**src/rtl/cache_refill_arbiter.sv**
```systemverilog
// Refill sequencer shared by the I-cache and D-cache in front of a single
// main-memory read port. Misses are arbitrated round-robin. The winner gets
// a block-aligned 64-bit read, then a one-cycle fill strobe carrying the block.
//
// Ports:
//   CLK, RESET                 clock, asynchronous active-high reset
//   I_MISS/I_ADDR              I-cache miss level and miss address
//   D_MISS/D_ADDR              D-cache miss level and miss address
//   MM_REQ/MM_ADDR             memory read request (held until MM_ACK), block address
//   MM_ACK/MM_RDATA            one-cycle acknowledge with block data
//   I_ACCESS_MM/D_ACCESS_MM    one-cycle fill strobes to each cache
//   FILL_DATA                  registered block, valid while a strobe is high
//   BUSY                       arbiter not idle
//   ERR                        sticky memory-timeout flag
//   CNT_REFILL_I/CNT_REFILL_D  completed refill counters (wrapping)
module cache_refill_arbiter #(
    parameter int unsigned MAX_WAIT = 64,
    parameter int unsigned CNT_W    = 20
) (
    input  logic             CLK,
    input  logic             RESET,
    input  logic             I_MISS,
    input  logic [31:0]      I_ADDR,
    input  logic             D_MISS,
    input  logic [31:0]      D_ADDR,
    output logic             MM_REQ,
    output logic [31:0]      MM_ADDR,
    input  logic             MM_ACK,
    input  logic [63:0]      MM_RDATA,
    output logic             I_ACCESS_MM,
    output logic             D_ACCESS_MM,
    output logic [63:0]      FILL_DATA,
    output logic             BUSY,
    output logic             ERR,
    output logic [CNT_W-1:0] CNT_REFILL_I,
    output logic [CNT_W-1:0] CNT_REFILL_D
);

    typedef enum logic [1:0] {
        S_IDLE,
        S_REQ,
        S_FILL,
        S_MASK
    } state_e;

    typedef enum logic {
        SIDE_I,
        SIDE_D
    } side_e;

    // Last REQ cycle index; the request is held for exactly MAX_WAIT cycles.
    localparam logic [7:0] WAIT_LAST = 8'(MAX_WAIT - 1);

    state_e           state_q, state_d;
    side_e            last_gnt_q, last_gnt_d;
    side_e            gnt_q, gnt_d;
    logic             mask_ic_q, mask_ic_d;
    logic             mask_dc_q, mask_dc_d;
    logic [7:0]       wait_q, wait_d;
    logic             mm_req_q, mm_req_d;
    logic [31:0]      mm_addr_q, mm_addr_d;
    logic [63:0]      fill_data_q, fill_data_d;
    logic             err_q, err_d;
    logic [CNT_W-1:0] cnt_ic_q, cnt_ic_d;
    logic [CNT_W-1:0] cnt_dc_q, cnt_dc_d;

    logic             req_ic;
    logic             req_dc;
    side_e            pick;

    always_ff @(posedge CLK or posedge RESET) begin
        if (RESET) begin
            state_q     <= S_IDLE;
            last_gnt_q  <= SIDE_D;
            gnt_q       <= SIDE_I;
            mask_ic_q   <= 1'b0;
            mask_dc_q   <= 1'b0;
            wait_q      <= '0;
            mm_req_q    <= 1'b0;
            mm_addr_q   <= '0;
            fill_data_q <= '0;
            err_q       <= 1'b0;
            cnt_ic_q    <= '0;
            cnt_dc_q    <= '0;
        end else begin
            state_q     <= state_d;
            last_gnt_q  <= last_gnt_d;
            gnt_q       <= gnt_d;
            mask_ic_q   <= mask_ic_d;
            mask_dc_q   <= mask_dc_d;
            wait_q      <= wait_d;
            mm_req_q    <= mm_req_d;
            mm_addr_q   <= mm_addr_d;
            fill_data_q <= fill_data_d;
            err_q       <= err_d;
            cnt_ic_q    <= cnt_ic_d;
            cnt_dc_q    <= cnt_dc_d;
        end
    end

    always_comb begin
        state_d     = state_q;
        last_gnt_d  = last_gnt_q;
        gnt_d       = gnt_q;
        mask_ic_d   = mask_ic_q;
        mask_dc_d   = mask_dc_q;
        wait_d      = wait_q;
        mm_req_d    = mm_req_q;
        mm_addr_d   = mm_addr_q;
        fill_data_d = fill_data_q;
        err_d       = err_q;
        cnt_ic_d    = cnt_ic_q;
        cnt_dc_d    = cnt_dc_q;
        req_ic      = I_MISS & ~mask_ic_q;
        req_dc      = D_MISS & ~mask_dc_q;
        pick        = SIDE_I;

        case (state_q)
            S_IDLE: begin
                if (req_ic || req_dc) begin
                    // On a tie the side that did not win last time goes first.
                    if (req_ic && req_dc) begin
                        pick = (last_gnt_q == SIDE_I) ? SIDE_D : SIDE_I;
                    end else begin
                        pick = req_ic ? SIDE_I : SIDE_D;
                    end
                    gnt_d      = pick;
                    last_gnt_d = pick;
                    mm_addr_d  = ((pick == SIDE_I) ? I_ADDR : D_ADDR) & 32'hFFFF_FFF8;
                    mm_req_d   = 1'b1;
                    wait_d     = '0;
                    state_d    = S_REQ;
                end
            end
            S_REQ: begin
                if (MM_ACK) begin
                    fill_data_d = MM_RDATA;
                    mm_req_d    = 1'b0;
                    state_d     = S_FILL;
                end else if (wait_q == WAIT_LAST) begin
                    err_d    = 1'b1;
                    mm_req_d = 1'b0;
                    state_d  = S_IDLE;
                end else begin
                    wait_d = wait_q + 8'd1;
                end
            end
            S_FILL: begin
                if (gnt_q == SIDE_I) begin
                    cnt_ic_d  = cnt_ic_q + 1'b1;
                    mask_ic_d = 1'b1;
                end else begin
                    cnt_dc_d  = cnt_dc_q + 1'b1;
                    mask_dc_d = 1'b1;
                end
                state_d = S_MASK;
            end
            S_MASK: begin
                // The served cache still shows its miss this cycle; hold off one cycle.
                mask_ic_d = 1'b0;
                mask_dc_d = 1'b0;
                state_d   = S_IDLE;
            end
            default: begin
                state_d = S_IDLE;
            end
        endcase
    end

    assign MM_REQ       = mm_req_q;
    assign MM_ADDR      = mm_addr_q;
    assign FILL_DATA    = fill_data_q;
    assign I_ACCESS_MM  = (state_q == S_FILL) && (gnt_q == SIDE_I);
    assign D_ACCESS_MM  = (state_q == S_FILL) && (gnt_q == SIDE_D);
    assign BUSY         = (state_q != S_IDLE);
    assign ERR          = err_q;
    assign CNT_REFILL_I = cnt_ic_q;
    assign CNT_REFILL_D = cnt_dc_q;

endmodule

```
**config.mk**
```make
export PLATFORM = sky130hd
export DESIGN_NAME = cache_refill_arbiter
export DESIGN_NICKNAME = d
export VERILOG_FILES = /design/src/rtl/cache_refill_arbiter.sv
export SDC_FILE = /design/constraint.sdc
export NUM_CORES = 1
export LEC_CHECK = 0
export BUFFER_PORTS_ARGS = -buffer_cell sky130_fd_sc_hd__clkbuf_2
export CORE_ASPECT_RATIO = 0.75
export CORE_UTILIZATION = 48
export CTS_CLUSTER_SIZE = 20
export DETAILED_ROUTE_END_ITERATION = 16
export PLACE_DENSITY = 0.8
export REMOVE_ABC_BUFFERS = 1
export SKIP_LAST_GASP = 1
export SLEW_MARGIN = 10
export SYNTH_ARGS = -nofsm -noshare
export SYNTH_HDL_FRONTEND = slang
export SYNTH_SLANG_ARGS = --single-unit
```
**constraint.sdc**
```tcl
create_clock -name CLK -period 7.2 [get_ports CLK]
set_clock_uncertainty 0.15 [all_clocks]
set_input_delay 1.8 -clock CLK [delete_from_list [all_inputs] [get_ports CLK]]
set_output_delay 1.8 -clock CLK [all_outputs]
set_load 0.1 [all_outputs]
```
==> results.md <==
* Rel. slew slack at 33.4%
* Via-to-Cell Ratio at 5.15
* Residual DRC at 0
* Antenna violations before repair at 0
* Cts bufs inserted at 17
* Status: completed
* Final Hold Fails at 0
* Dominant cells by area after synthesis: dfrtp_1, mux2_2, mux2i_1
* Setup CP Type: reg -> out
* Worst setup SP type: flop
* Slowest-stage cell, CP: clkbuf_2
* Synth area leader: dfrtp_1
* Starting density of the core at 49.2%
* Most frequent cells after synthesis: dfrtp_1, mux2_2, nand2_1, mux2i_1, o21ai_0
* Fmax at 262 MHz
* Avg Cell Area, Syn at 12.7 um^2
* Global-route wire length before repair at 22600 um
* Iteration-0 DRC Markers at 206
* Seq/Total Area, Yosys at 58.3%
* CP Data Required Time at 5.25 ns
* Wire per inst at 15.2 um
* Fraction of registers with async set/reset at 100%
* Post-synthesis cell count at 505
* Antenna diodes at 0
* Die width at 135 um
* Max incr delay on CP at 0.53 ns
* Yosys top cell area share at 57.9%
* NumNets Final at 903
* Hold crit path type: reg -> reg
* Total global-route track usage at 21.2%
* Clock Path Buffers at 2
* Crit path max fanout at 10
* Crit path cell chain: nand2b_1, nor2_1, clkbuf_2
* CP endpoint kind: primary output
* Final TNS setup at 0 ns
* Mapped Area at 6400 um^2
* Clock insertion delay at the later pin of the skew report at 0.42 ns
* Setup bufs post-CTS at 0
* Final setup vio count at 0
* Yosys synthesis warning count at 0
* Worst Path Arrival at 1.87 ns
* HPWL Detailed at 10500 um
* Synth cell types at 50
* FP Rows at 36
* Root Buffer: clkbuf_16
* Post-CTS Hold Buffers at 0
* Clock Sinks at 149
* Grt ovf at 0
* Layout cell share with drive strength beyond 1 at 48.8%
* Final clock period utilization by the worst path at 53.0%
* Setup repair after global routing missed its margin: false
* Fin crit period at 3.82 ns
* Vias at 4893
* Post-synth top flop: dfrtp_1
* Post-Route WL at 14400 um
* Final ANT Viol Nets at 0
* Largest net degree at the start of global routing at 81
* H-tree depth at 4
* Slew Limit Fails at 0
* DR pass1 iterations at 4
* Num ports at 274
* CTS resizes at 0
* Most numerous cell in the Yosys netlist: dfrtp_1
* Routability congestion estimate at 0.827
* Worst r2r path cells at 4
* Max-cap violation count at 0
* CTS tree: done
* Die Y at 102 um
* Worst hold stages at 1
* Core area at 13000 um^2
* Vias in the first global route at 4805
* # port buffers at 264
* Measured slew at the worst slew-check pin at 1.00 ns
* Flops & latches, synth at 149
* EDFF count, synth at 0
* DIE AREA at 13800 um^2
* Clock-pin slew on the worst setup and hold paths at 0.06 ns
* Area grow syn2layout at 31.7%
## worst max-delay path, delay by kind of cell, from the launching register on
family,cells,cell delay (ns)
buffers and inverters,1,0.53
DFF,1,0.47
and+or+nand+nor,2,0.45
## through the flow
stage	worst slack, ns	hold WS (ns)	cells	area (um^2)	util [%]
4_1_cts	3.36	0.325	950	8410	64.6
5_1_grt	3.28	0.339	951	8430	64.7
6_report	3.38	0.318	951	8430	64.7
2_1_floorplan	1.24	0.327	480	6250	-
3_3_place_gp	3.34	0.297	918	7830	60.1
3_5_place_dp	3.25	0.316	918	7830	60.1
## state kept, by name (all words and copies together) (netlist names), named ones only
register and cells:
mask_ic_q 1, ERR 1, state_q 1, MM_ADDR 29, FILL_DATA 64, MM_REQ 1, last_gnt_q 1, CNT_REFILL_I 20
mask_dc_q 1, gnt_q 1, wait_q 8, CNT_REFILL_D 20
## final timing paths
kind / slack, ns / start / to
hold / removal: 0.32 / CNT_REFILL_I[19] / CNT_REFILL_I[19]
setup reg to reg: 5.03 / state_q[0] / FILL_DATA[46]
min in group asynchronous: 1.32 / RESET / CNT_REFILL_I[18]
max in group asynchronous: 4.12 / RESET / FILL_DATA[36]
hold reg to reg: 0.32 / CNT_REFILL_I[19] / CNT_REFILL_I[19]
setup / recovery: 3.38 / state_q[0] / I_ACCESS_MM
## cell families (layout without fill, tap and decap cells)
family,count (synthesis),after routing,synth area share [%]
flops,149,149,58.3
simple gates,127,127,10.6
mux,103,103,17.4
compound gates,48,48,4.95
xor+xnor,38,38,5.20
buf+inv,36,309,2.91
fa+ha+maj,3,3,0.587
other cells,1,3,0.0586
## metal layers
layer | track usage (%) | vias up | part of all wire [%]
met5 | 0 | - | 0
met4 | 9.51 | 0 | 1.6
met3 | 5.36 | 22 | 6.3
met2 | 35.6 | 192 | 50
met1 | 26.0 | 2398 | 42
li1 | - | 2281 | -
## cell usage in the layout, fill, tap and decap left out, types with 4 or more instances in the layout
master     netlist  routed
a21oi_1          6       6
and3_1           6       6
and4_1           6       6
clkbuf_16        0      17
clkbuf_2         0     264
clkbuf_8         0       4
dfrtp_1        148     148
inv_1            9       8
mux2_2          66      66
mux2i_1         37      37
nand2_1         52      51
nand2b_1         7       7
nand3_1         14      14
nand4_1          6       6
nor2_1          10      10
nor3_1           9       9
o21ai_0         20      20
o21ai_1          9       9
xnor2_1         19      19
xor2_1          19      19
## cell type report
cell class	instances	area, um^2
sequential	149	3730
tap	171	214
fill	998	4590
inverter	9	38.8
timing repair buffer	268	1360
clock inverter	10	97.6
multi-input combinational	322	2500
clock buffer	22	484
Power is left out: the tool's default activity adds up to more than one toggle a clock period on the data nets, which glitch-free logic cannot reach.
